===== src/rtl/output_deskew_collector_pkg.sv =====
// Shared constants and types for the output deskew collector.
package output_deskew_collector_pkg;

  localparam int unsigned ARRAYWIDTH = 4;
  localparam int unsigned DATA_W     = 32;
  localparam int unsigned ROWS       = 4;
  localparam int unsigned FIFO_DEPTH = 4;

  localparam int unsigned LANE_W = DATA_W;
  localparam int unsigned ROW_W  = ARRAYWIDTH * LANE_W;

  typedef logic [ROW_W-1:0] row_t;

endpackage


===== src/rtl/output_deskew_collector_row_fifo.sv =====
// Synchronous row FIFO with wrap-bit pointers; a read frees a slot for a same-cycle write.
module output_deskew_collector_row_fifo
  import output_deskew_collector_pkg::*;
#(
  parameter int unsigned Depth = FIFO_DEPTH,
  parameter int unsigned Width = ROW_W
) (
  input  logic                     clk_i,
  input  logic                     rst_ni,
  input  logic                     wr_en_i,
  input  logic [Width-1:0]         wr_data_i,
  input  logic                     rd_en_i,
  output logic [Width-1:0]         rd_data_o,
  output logic [$clog2(Depth):0]   count_o,
  output logic                     full_o,
  output logic                     empty_o
);

  localparam int unsigned PtrW = $clog2(Depth);

  logic [PtrW:0]      wr_ptr_q, rd_ptr_q;
  logic [Width-1:0]   mem_q [Depth];
  logic               do_wr, do_rd;

  assign empty_o = (wr_ptr_q == rd_ptr_q);
  assign full_o  = (wr_ptr_q[PtrW] != rd_ptr_q[PtrW]) &&
                   (wr_ptr_q[PtrW-1:0] == rd_ptr_q[PtrW-1:0]);
  assign count_o = wr_ptr_q - rd_ptr_q;

  assign do_rd = rd_en_i && !empty_o;
  assign do_wr = wr_en_i && (!full_o || do_rd);

  assign rd_data_o = mem_q[rd_ptr_q[PtrW-1:0]];

  always_ff @(posedge clk_i or negedge rst_ni) begin
    if (!rst_ni) begin
      wr_ptr_q <= '0;
      rd_ptr_q <= '0;
    end else begin
      if (do_wr) wr_ptr_q <= wr_ptr_q + {{PtrW{1'b0}}, 1'b1};
      if (do_rd) rd_ptr_q <= rd_ptr_q + {{PtrW{1'b0}}, 1'b1};
    end
  end

  // Storage needs no reset: the pointers define which entries are live.
  always_ff @(posedge clk_i) begin
    if (do_wr) mem_q[wr_ptr_q[PtrW-1:0]] <= wr_data_i;
  end

endmodule


===== src/rtl/output_deskew_collector.sv =====
// Realigns diagonally skewed array results into rows, buffers them and streams them out.
// Optional DESKEW_DROP_CNT_EN adds a saturating drop_cnt output.
module output_deskew_collector
  import output_deskew_collector_pkg::*;
#(
  parameter int unsigned ArrayWidth = ARRAYWIDTH,
  parameter int unsigned DataW      = DATA_W,
  parameter int unsigned Rows       = ROWS,
  parameter int unsigned FifoDepth  = FIFO_DEPTH
) (
  input  logic                        clk,
  input  logic                        rst,
  input  logic                        in_valid,
  input  logic [ArrayWidth*DataW-1:0] in_sum,
  output logic                        in_ready,
  output logic                        out_valid,
  input  logic                        out_ready,
  output logic [ArrayWidth*DataW-1:0] out_row,
  output logic                        out_last,
  output logic                        overflow
`ifdef DESKEW_DROP_CNT_EN
  ,
  output logic [7:0]                  drop_cnt
`endif
);

  localparam int unsigned RowW    = ArrayWidth * DataW;
  localparam int unsigned CntW    = $clog2(FifoDepth) + 1;
  localparam int unsigned FlightW = $clog2(ArrayWidth) + 1;
  localparam int unsigned TileW   = (Rows > 1) ? $clog2(Rows) : 1;

  logic [RowW-1:0]         aligned;
  logic [ArrayWidth-2:0]   vld_q;
  logic                    row_done;
  logic [RowW-1:0]         head;
  logic [CntW-1:0]         fifo_count;
  logic                    fifo_full, fifo_empty;
  logic                    rd_en, wr_en, drop;
  logic [FlightW-1:0]      inflight_q, inflight_d;
  logic [TileW-1:0]        tile_q, tile_d;

  // Lane j arrives j cycles late, so it is held for ArrayWidth-1-j cycles.
  for (genvar j = 0; j < ArrayWidth; j++) begin : g_lane
    localparam int unsigned Dly = ArrayWidth - 1 - j;
    if (Dly == 0) begin : g_pass
      assign aligned[j*DataW +: DataW] = in_sum[j*DataW +: DataW];
    end else begin : g_dly
      logic [DataW-1:0] dly_q [Dly];
      always_ff @(posedge clk or negedge rst) begin
        if (!rst) begin
          for (int k = 0; k < Dly; k++) dly_q[k] <= '0;
        end else begin
          dly_q[0] <= in_sum[j*DataW +: DataW];
          for (int k = 1; k < Dly; k++) dly_q[k] <= dly_q[k-1];
        end
      end
      assign aligned[j*DataW +: DataW] = dly_q[Dly-1];
    end
  end

  always_ff @(posedge clk or negedge rst) begin
    if (!rst) begin
      vld_q <= '0;
    end else begin
      vld_q[0] <= in_valid;
      for (int k = 1; k < ArrayWidth - 1; k++) vld_q[k] <= vld_q[k-1];
    end
  end

  assign row_done = vld_q[ArrayWidth-2];

  assign rd_en = !fifo_empty && out_ready;
  assign wr_en = row_done && (!fifo_full || rd_en);
  assign drop  = row_done && fifo_full && !rd_en;

  output_deskew_collector_row_fifo #(
    .Depth (FifoDepth),
    .Width (RowW)
  ) u_row_fifo (
    .clk_i     (clk),
    .rst_ni    (rst),
    .wr_en_i   (wr_en),
    .wr_data_i (aligned),
    .rd_en_i   (rd_en),
    .rd_data_o (head),
    .count_o   (fifo_count),
    .full_o    (fifo_full),
    .empty_o   (fifo_empty)
  );

  always_comb begin
    inflight_d = inflight_q;
    if (in_valid && !row_done) begin
      inflight_d = inflight_q + {{(FlightW-1){1'b0}}, 1'b1};
    end else if (!in_valid && row_done) begin
      inflight_d = inflight_q - {{(FlightW-1){1'b0}}, 1'b1};
    end

    tile_d = tile_q;
    if (rd_en) tile_d = (tile_q == TileW'(Rows - 1)) ? '0 : tile_q + {{(TileW-1){1'b0}}, 1'b1};
  end

  always_ff @(posedge clk or negedge rst) begin
    if (!rst) begin
      inflight_q <= '0;
      tile_q     <= '0;
    end else begin
      inflight_q <= inflight_d;
      tile_q     <= tile_d;
    end
  end

  // Credit covers both buffered rows and rows still travelling through the skew path.
  assign in_ready  = (32'(fifo_count) + 32'(inflight_q)) < FifoDepth;
  assign out_valid = !fifo_empty;
  assign out_row   = fifo_empty ? '0 : head;
  assign out_last  = !fifo_empty && (tile_q == TileW'(Rows - 1));

`ifdef DESKEW_DROP_CNT_EN
  logic [7:0] drop_cnt_q, drop_cnt_d;

  assign drop_cnt_d = (drop && (drop_cnt_q != 8'hFF)) ? drop_cnt_q + 8'd1 : drop_cnt_q;

  always_ff @(posedge clk or negedge rst) begin
    if (!rst) drop_cnt_q <= '0;
    else      drop_cnt_q <= drop_cnt_d;
  end

  assign drop_cnt = drop_cnt_q;
  assign overflow = (drop_cnt_q != 8'd0);
`else
  logic overflow_q, overflow_d;

  assign overflow_d = overflow_q | drop;

  always_ff @(posedge clk or negedge rst) begin
    if (!rst) overflow_q <= 1'b0;
    else      overflow_q <= overflow_d;
  end

  assign overflow = overflow_q;
`endif

endmodule

===== config.mk =====
export PLATFORM = sky130hd
export DESIGN_NAME = output_deskew_collector
export DESIGN_NICKNAME = d
export VERILOG_FILES = /design/src/rtl/output_deskew_collector_pkg.sv /design/src/rtl/output_deskew_collector_row_fifo.sv /design/src/rtl/output_deskew_collector.sv
export SDC_FILE = /design/constraint.sdc
export NUM_CORES = 1
export LEC_CHECK = 0
export CAP_MARGIN = 15
export CORE_ASPECT_RATIO = 0.7
export CORE_MARGIN = 8
export CORE_UTILIZATION = 51
export DETAILED_ROUTE_END_ITERATION = 16
export GPL_TIMING_DRIVEN = 0
export PLACE_DENSITY_LB_ADDON = 0.05
export SKIP_CTS_REPAIR_TIMING = 1
export SYNTH_ARGS = -nofsm -noshare
export SYNTH_HDL_FRONTEND = slang
export SYNTH_SLANG_ARGS = --single-unit
export TNS_END_PERCENT = 20

===== constraint.sdc =====
create_clock -name clk -period 4.6 [get_ports clk]
set_clock_uncertainty 0.05 [all_clocks]
set_input_delay 1.38 -clock clk [delete_from_list [all_inputs] [get_ports clk]]
set_output_delay 1.38 -clock clk [all_outputs]
set_load 0.02 [all_outputs]

Word level (Yosys, flattened, before mapping)
Memory sizes are Yosys's and may differ from the RTL's. Index checks and enable logic that the tools add are counted.

Flip-flop bits (word level): 207. Bits in writable memories: 512. Input bits: 132. Word-level logic and storage cells: 50. Memories: 1.

Memory list: u_row_fifo.mem_q (depth 4, width 128, rd ports 1, clocked after memory_dff 0, write ports 1, line output_deskew_collector_row_fifo.sv:22) `logic [Width-1:0] mem_q [Depth];`.

$add $sub $neg: 7. Magnitude comparators: 1. Eq/ne operators: 4. Mux-type cells: 6. Bitwise logic cells: 1. Reductions and logical operators: 18.

Operators by type and width (count): $mux 128 (1); $logic_and 1x1->1 (10); $add 3x1->3 const B (3); $mux 3 (2); $logic_not 1->1 (5); $add 3x3->4 (1); $lt 4x3->1 const B (1); $eq 3x3->1 (1); $sub 3x1->3 const B (1); $sub 3x3->3 (1); $add 2x1->2 const B (1); $eq 2x2->1 (1); $eq 2x2->1 const B (1); $logic_or 1x1->1 (2); $mux 1 (2); $mux 2 (1); $reduce_bool 2->1 (1); $ne 1x1->1 (1); $or 1x1->1 (1).

Logic depth before layout (Yosys ltp)
Gate-level depths: netlist of the first run.

Word-level depth: 8. Depth in mapped cells: 8. Gate-level depth less buffers: 8.

Modules after synthesis
A second synthesis of the first run with hierarchy kept.

Cells, all modules: 1080. Area, all modules: 25030.3 um^2.

By module, submodules not included: output_deskew_collector_row_fifo (times used 1, cells each 714, area an instance 18930.7 um^2, sequential area each 15524.9 um^2); output_deskew_collector (times used 1, cells each 366, area an instance 6099.6 um^2, sequential area each 5029.8 um^2).

Worst setup path before layout of the first run
Ideal clock, no wire load.

Path kind: in2reg. From: in out_ready. To: mem u_row_fifo.mem_q[0][0] (netlist name) (enable). Setup time: 0.503 ns. Data arrival time: 4.632 ns. Data required time: 4.047 ns. Path slack: -0.585 ns. Cell stages on the path: 3. Buffers on the path: 0. Path through: nand3b_1 > or2_2 > and3_1.

Cells in the longest elaborated chain, start to end: 6. Elaborated cells on any way between the ends: 8.

RTL lines: from (decl) (line output_deskew_collector.sv:17) `input logic out_ready,`; $logic_and 1x1->1 (*) (line output_deskew_collector.sv:72) `assign rd_en = !fifo_empty && out_ready;`; $logic_or 1x1->1 or $logic_and 1x1->1 (tied branches) (line output_deskew_collector.sv:73, output_deskew_collector_row_fifo.sv:30); $logic_and 1x1->1 or $logic_or 1x1->1 (tied branches) (line output_deskew_collector.sv:73, output_deskew_collector_row_fifo.sv:31); $logic_and 1x1->1 (*) (line output_deskew_collector_row_fifo.sv:31) `assign do_wr = wr_en_i && (!full_o || do_rd);`; $mux 1 (*) (line output_deskew_collector_row_fifo.sv:47) `if (do_wr) mem_q[wr_ptr_q[PtrW-1:0]] <= wr_data_i;`; $mux 1 (implied by the code) (*) (line output_deskew_collector_row_fifo.sv:47); to (decl) (line output_deskew_collector_row_fifo.sv:22).

Mark *: on every way between the ends. The rest lies on a longest branch, timed or not.

Worst setup path after layout of the first run
From: reg u_row_fifo.rd_ptr_q[1]. To: out out_row[99].

Cells in the longest elaborated chain, start to end: 2. Elaborated cells on any way between the ends: 3.

RTL lines: from (decl) (line output_deskew_collector_row_fifo.sv:21) `logic [PtrW:0] wr_ptr_q, rd_ptr_q;`; from (signal assigned) (line output_deskew_collector_row_fifo.sv:41) `if (do_rd) rd_ptr_q <= rd_ptr_q + {{PtrW{1'b0}}, 1'b1};`; $mem_v2 4x128 or $eq 3x3->1 (tied branches); $mux 128 (*) (line output_deskew_collector.sv:116) `assign out_row = fifo_empty ? '0 : head;`; to (decl) (line output_deskew_collector.sv:18) `output logic [ArrayWidth*DataW-1:0] out_row,`.

Marks and branches as above.

==> results of run 1 <==
## worst paths after layout
| check | endpoint | cells after the start | from | slack (ps) |
|---|---|---|---|---|
| setup / recovery | out_row[99] | 9 | u_row_fifo.rd_ptr_q[1]$_DFFE_PN0P_ | -40 |
| hold / removal | aligned[22]$_DFF_PN0_ | 0 | g_lane[0].g_dly.dly_q[54]$_DFF_PN0_ | 290 |
| setup reg to reg | u_row_fifo.mem_q[1][54]$_DFFE_PP_ | 8 | u_row_fifo.rd_ptr_q[1]$_DFFE_PN0P_ | 1440 |
| hold reg to reg | aligned[22]$_DFF_PN0_ | 0 | g_lane[0].g_dly.dly_q[54]$_DFF_PN0_ | 290 |
| max in group asynchronous | g_lane[2].g_dly.dly_q[17]$_DFF_PN0_ | 2 | rst | 2670 |
| min in group asynchronous | g_lane[0].g_dly.dly_q[43]$_DFF_PN0_ | 1 | rst | 760 |
## logic make-up after synthesis
family / Yosys count
flops: 719
simple gates: 146
fa+ha+maj: 13
mux: 135
xor+xnor: 7
buf+inv: 50
compound gates: 5
## flip-flops by register name, summed over array words and instances (netlist names)
signal	cells
u_row_fifo.wr_ptr_q	3
tile_q	2
overflow	1
aligned	64
u_row_fifo.mem_q	512
g_lane.g_dly.dly_q	128
vld_q	3
inflight_q	3
u_row_fifo.rd_ptr_q	3
## power by group through the flow
stage	clock network (uW)	registers (uW)	logic, uW
6_report	5420	8450	8390
2_1_floorplan	0	8610	4930
3_3_place_gp	0	8790	8630
3_5_place_dp	0	8590	8790
4_1_cts	5580	8460	8830
5_1_grt	5830	8550	9000
## worst max-delay path, stage by stage (launching register included)
cell and delay (ps):
dfrtp_2 430, buf_6 210, buf_6 190, inv_1 90, ha_1 350, nand3_2 170
buf_8 210, buf_2 220, and2_1 140, clkdlybuf4s50_1 600
## metal layers
metal	track usage, %	routed length [microns]	vias up
li1	-	-	4900
met1	22.8	20300	5743
met2	27.1	23000	232
met3	4.68	2560	58
met4	4.07	726	4
met5	0	23	-
## final cells by class
class	count	share of cell area (%)
well taps	665	2.68
clock inverters	27	0.901
inverters	8	0.0966
repair buffers	272	9.67
multi-input cells	306	13.4
flip-flops and latches	719	66.1
plain buffers	42	1.03
clock buffers	97	6.12
## cell usage in the layout, fill, tap and decap left out, drive strengths merged, types with 4 or more instances in the layout
cell type,instances
and2,129
and3,4
buf,46
bufinv,4
clkbuf,119
clkdlybuf4s50,162
clkinv,12
clkinvlp,5
dfrtp,207
dlymetal6s2s,84
edfxtp,512
ha,11
inv,14
mux2,6
mux4,128
nand2,6
xnor2,4
## metrics by stage
| stage | instance area [sq um] | total power, uW |
|---|---|---|
| after detailed placement | 28700 | 17400 |
| final | 31100 | 22300 |
| after floorplan | 25000 | 13500 |
| after CTS | 30900 | 22900 |
| after global placement | 28500 | 17400 |
| after global routing | 31100 | 23400 |
==> summary.txt, run 1 <==
Worst setup path
  – Worst setup path class: register to output port
  – CP arrival: 3210 ps
  – Worst Path Max Fanout: 10
  – Worst Setup End Kind: output port
  – CP required: 3170 ps
  – Startpoint Class: register

Power and ir drop
  – PwrDens: 716 nW/um^2
  – Peak supply drop: 490 uV
  – Clk pwr share: 24.4%
  – Internal: 15200 uW
  – Combinational share of power: 37.7%
  – Flop pwr share: 38.0%
  – Sw Share: 31.6%
  – Switch Pwr: 7040 uW
  – Pleak: 0.0117 uW

Synthesis
  – Syn_area_per_cell: 23.3 sq um
  – Synth top area share: 61.5%
  – Top-count cell post-synth: edfxtp_1
  – Register area share after synthesis: 82.2%
  – Post-synth ARST share: 28.8%
  – Synth top area cells: edfxtp_1 (62%), dfrtp_1 (21%), mux4_2 (12%)
  – Post-Syn Nets: 1220
  – Mux share of post-synthesis cell area: 11.8%
  – Compound-Gate Fraction of Synth Area: 0.125%
  – Syn Inst Count: 1075
  – Synthesized cell area: 25000 sq um
  – Yosys cell types: 26
  – Post-Synth Adder-Cell Area: 0.711%
  – Register bit total from synthesis: 719
  – Simple-Gate Fraction of Synth Area: 3.56%
  – Number of synthesis warnings: 0
  – Post-synth EDFFs: 512
  – Synth Area in XOR/XNOR: 0.275%
  – Largest family of logic cells by synthesized area: multiplexers
  – Synth Flop Type: edfxtp_1
  – Most frequent cells after synthesis: edfxtp_1 (512), dfrtp_1 (207), and2_1 (129), mux4_2 (128), buf_2 (22)
  – Yosys top cell by area: edfxtp_1

Die
  – Die area: 56500 sq um
  – IO Pins: 264
  – Horiz. Die Dim: 281 microns
  – Core area: 48800 sq um
  – Die height: 201 microns
  – Row count: 68
  – Initial core utilization: 51.2%

Global route
  – Grt ovf: 0
  – First-pass GRT wire length: 71.8 mm
  – Gr usage total: 16.8%
  – Number of global-route vias before repair: 12100
  – Antenna violations before repair: 2
  – Largest net degree at the start of global routing: 108

Drt
  – DR iter-0 viols: 676
  – Pre-antenna DRT Iters: 7
  – Vias per cell: 5.12
  – Routed vias: 10900
  – DRC Markers: 0
  – Routed Wire Length: 46.6 mm
  – Drt wl/cell: 21.8 microns
  – Routed Antenna Nets: 0

STA
  – Slew HR: 40.0%
  – RSZ-0062 raised after global routing: yes
  – WHS: 294 ps
  – Final Critical Period: 4640 ps
  – TNS Setup: -38.5 ps
  – # setup viols final: 1
  – Hold Vio Cnt, Final: 0
  – Tcrit/Tclk final: 101%
  – Count of pins over their slew limit: 0
  – Max Freq: 216 MHz
  – Min setup slack post-route: -38.5 ps
  – Worst-margin pin slew: 899 ps

CTS
  – Root Driver: clkbuf_16
  – Clock tree from TritonCTS: yes
  – CTS Buffer Depth: 3
  – Htree depth: 3
  – Clock sink count: 719
  – Worst-skew pair later-pin latency: 600 ps
  – Clock Pin Slew Worst Setup and Hold Paths: 60 ps
  – Num CTS Buffers: 67

Final layout
  – Number of diodes: 0
  – Fin cells: 2136
  – Reg area: 20600 sq um
  – Share of layout cells above drive strength 1: 20.9%
  – Nets: 1561
  – Core Util, Final: 63.7%
  – Syn-to-layout area delta: 24.4%
  – Fill count: 3407
  – Multi-input logic area: 4170 sq um

Job
  – Max-Cap Viols: 0

Placement
  – PortBufs: 263
  – Routability cong.: 0.704
  – Placed cell count: 2012
  – Pre-CTS setup slack: -906 ps
  – Final HPWL DP: 29.0 mm

Status
  – Violated checks: negative setup slack
  – Status: finished, violations left

Hold path
  – Hold Crit Class: register to register
(Power assumes the default switching activity.)
==> run 2, diff against run 1 <==
- MAX_ROUTING_LAYER: unset -> met4
==> run 2 against run 1 <==
  * The run still ends with negative setup slack left
  * Combinational power about the same
  * Via count down 0.21%
  * Design area about the same
  * Largest cell class unchanged
  * Highest routed layer is now met4
  * Register-to-register slack about the same
  * Critical endpoint unchanged
  * Clock power about the same
==> summary.txt, run 2 (synthesis results as in run 1) <==
Placement
  – Routability cong.: 0.712 (+1.1%)
  – Pre-CTS setup slack: -906 ps (unchanged)
  – Final HPWL DP: 29.0 mm (unchanged)
  – PortBufs: 263 (unchanged)
  – Placed cell count: 2012 (unchanged)

Worst setup path
  – Crit-path leading delay family: buffers and inverters
  – CP required: 3170 ps (about the same)
  – Reg2reg setup slack: 1430 ps (about the same)
  – Worst Setup End Kind: output port
  – Worst Path Max Fanout: 10 (unchanged)
  – Crit path top cell by count: buf_6
  – WP depth: 9 (unchanged)
  – CP startpoint: u_row_fifo.rd_ptr_q[1]$_DFFE_PN0P_
  – CP arrival: 3220 ps (about the same)
  – Worst path slowest cell: clkdlybuf4s50_1
  – Largest stage delay, worst path: 600 ps (about the same)
  – Worst setup path class: register to output port
  – Startpoint Class: register
  – FF-to-FF Start: u_row_fifo.rd_ptr_q[1]$_DFFE_PN0P_
  – Worst path cell trace: buf_6 -> buf_6 -> inv_1 -> ha_1 -> nand3_2 -> buf_8 -> buf_2 -> and2_1 -> clkdlybuf4s50_1
  – Worst setup path end: out_row[99]
  – Crit Reg-Reg Endpoint: u_row_fifo.mem_q[1][54]$_DFFE_PP_
  – Reg2reg path depth: 8 (unchanged)
  – Buf+Inv Stages, Crit Path: 6 (unchanged)

CTS
  – Root Driver: clkbuf_16
  – Clock Pin Slew Worst Setup and Hold Paths: 60 ps (about the same)
  – Htree depth: 3 (unchanged)
  – Clock sink count: 719 (unchanged)
  – Clock tree from TritonCTS: yes
  – CTS Buffer Depth: 3 (unchanged)
  – Num CTS Buffers: 67 (unchanged)
  – Worst-skew pair later-pin latency: 600 ps (about the same)

Hold path
  – Worst hold stages: 0 (unchanged)
  – Hold Crit Class: register to register

Final layout
  – Fin cells: 2138 (+0.094%)
  – Most frequent cells in the layout: edfxtp_1 (512), dfrtp_1 (206), clkdlybuf4s50_1 (162), and2_1 (129), mux4_2 (128)
  – Fill count: 3407 (unchanged)
  – Commonest non-fill, non-tap cell in the layout: edfxtp_1
  – Core Util, Final: 63.7% (about the same)
  – Share of layout cells above drive strength 1: 20.9% (unchanged)
  – Nets: 1561 (unchanged)
  – Number of flip-flops in the largest register: 512 (unchanged)
  – Syn-to-layout area delta: 24.4% (about the same)

Status
  – Status: finished, violations left
  – Violated checks: negative setup slack

Global route
  – Antenna violations before repair: 2 (unchanged)
  – Gr usage total: 17.3% (+0.52 points)
  – Largest net degree at the start of global routing: 108 (unchanged)
  – Number of global-route vias before repair: 12000 (-0.13%)
  – First-pass GRT wire length: 71.8 mm (about the same)
  – Grt ovf: 0 (unchanged)

Drt
  – Routed Wire Length: 46.8 mm (+0.32%)
  – Routed vias: 10900 (-0.21%)
  – DR iter-0 viols: 681 (+0.74%)
  – Drt wl/cell: 21.9 microns (+0.22%)
  – DRC Markers: 0 (unchanged)
  – Vias per cell: 5.10 (-0.30%)
  – Routed Antenna Nets: 0 (unchanged)
  – Pre-antenna DRT Iters: 4 (-3)

Power and ir drop
  – Pleak: 0.0117 uW (unchanged)
  – Peak supply drop: 489 uV (-0.28%)
  – PwrDens: 717 nW/um^2 (about the same)
  – Pwr Total: 22300 uW (+0.10%)

Die
  – Die area: 56500 sq um (unchanged)
  – Core area: 48800 sq um (unchanged)
  – Die height: 201 microns (unchanged)
  – Initial core utilization: 51.2% (unchanged)
  – Row count: 68 (unchanged)
  – Horiz. Die Dim: 281 microns (unchanged)
  – IO Pins: 264 (unchanged)

STA
  – Final Critical Period: 4650 ps (+10.3 ps)
  – RSZ-0062 raised after global routing: yes
  – Max Freq: 215 MHz (-0.22%)
  – Worst-margin pin slew: 896 ps (-3.54 ps)
  – Tcrit/Tclk final: 101% (+0.22 points)
  – Slew HR: 40.3% (+0.24 points)
  – # setup viols final: 1 (unchanged)
  – Min setup slack post-route: -48.8 ps (-10.3 ps)
  – WHS: 294 ps (+0.213 ps)
  – Count of pins over their slew limit: 0 (unchanged)
  – Hold Vio Cnt, Final: 0 (unchanged)

Job
  – Max-Cap Viols: 0 (unchanged)
run 2: cell types whose count changed in the layout (fill, tap and decap cells not counted):
cell,change
diode_2,+2
run 2: per-stage QoR:
| step | cell area, sq um | setup TNS, ps |
|---|---|---|
| 2_1_floorplan | 25000 | -224500 |
| 3_3_place_gp | 28500 | -3266560 |
| 3_5_place_dp | 28700 | -92690 |
| 4_1_cts | 30900 | -183510 |
| 5_1_grt | 31100 | -3960 |
| 6_report | 31100 | -48.8 |
run 2: worst min path at each step:
stage | from | endpoint | slack, ps
floorplan | g_lane[0].g_dly.dly_q[32]$_DFF_PN0_ | aligned[0]$_DFF_PN0_ | 280
global placement | g_lane[0].g_dly.dly_q[58]$_DFF_PN0_ | aligned[26]$_DFF_PN0_ | 280
detailed placement | g_lane[1].g_dly.dly_q[35]$_DFF_PN0_ | aligned[35]$_DFF_PN0_ | 280
CTS | vld_q[0]$_DFF_PN0_ | vld_q[1]$_DFF_PN0_ | 300
global route | vld_q[0]$_DFF_PN0_ | vld_q[1]$_DFF_PN0_ | 300
finish | g_lane[0].g_dly.dly_q[54]$_DFF_PN0_ | aligned[22]$_DFF_PN0_ | 290
run 2: routing by layer:
metal / vias to the layer above / part of all wire, % / routed length, microns / GRT usage (%)
met1: 5731 / 45 / 20800 / 23.1
met3: 52 / 4.9 / 2280 / 4.54
met2: 219 / 49 / 23000 / 27.0
met5: - / 0 / 0 / -
li1: 4912 / - / - / -
met4: 0 / 1.5 / 696 / 4.07
run 2: area by class of cell:
cell class	instances	area (sq um)	area share, %
Sequential cell	719	20600	66.1
Multi-Input combinational cell	306	4170	13.4
Timing Repair Buffer	272	3010	9.67
Clock buffer	97	1900	6.11
Tap cell	665	832	2.68
Buffer	42	322	1.03
Clock inverter	27	280	0.901
Inverter	8	30.0	0.0965
Antenna cell	2	5.00	0.0161
run 2: where the power goes:
| part | internal (uW) | total, uW | switching [uW] |
|---|---|---|---|
| registers | 8170 | 8450 | 285 |
| logic | 3920 | 8410 | 4480 |
| clock network | 3130 | 5420 | 2290 |
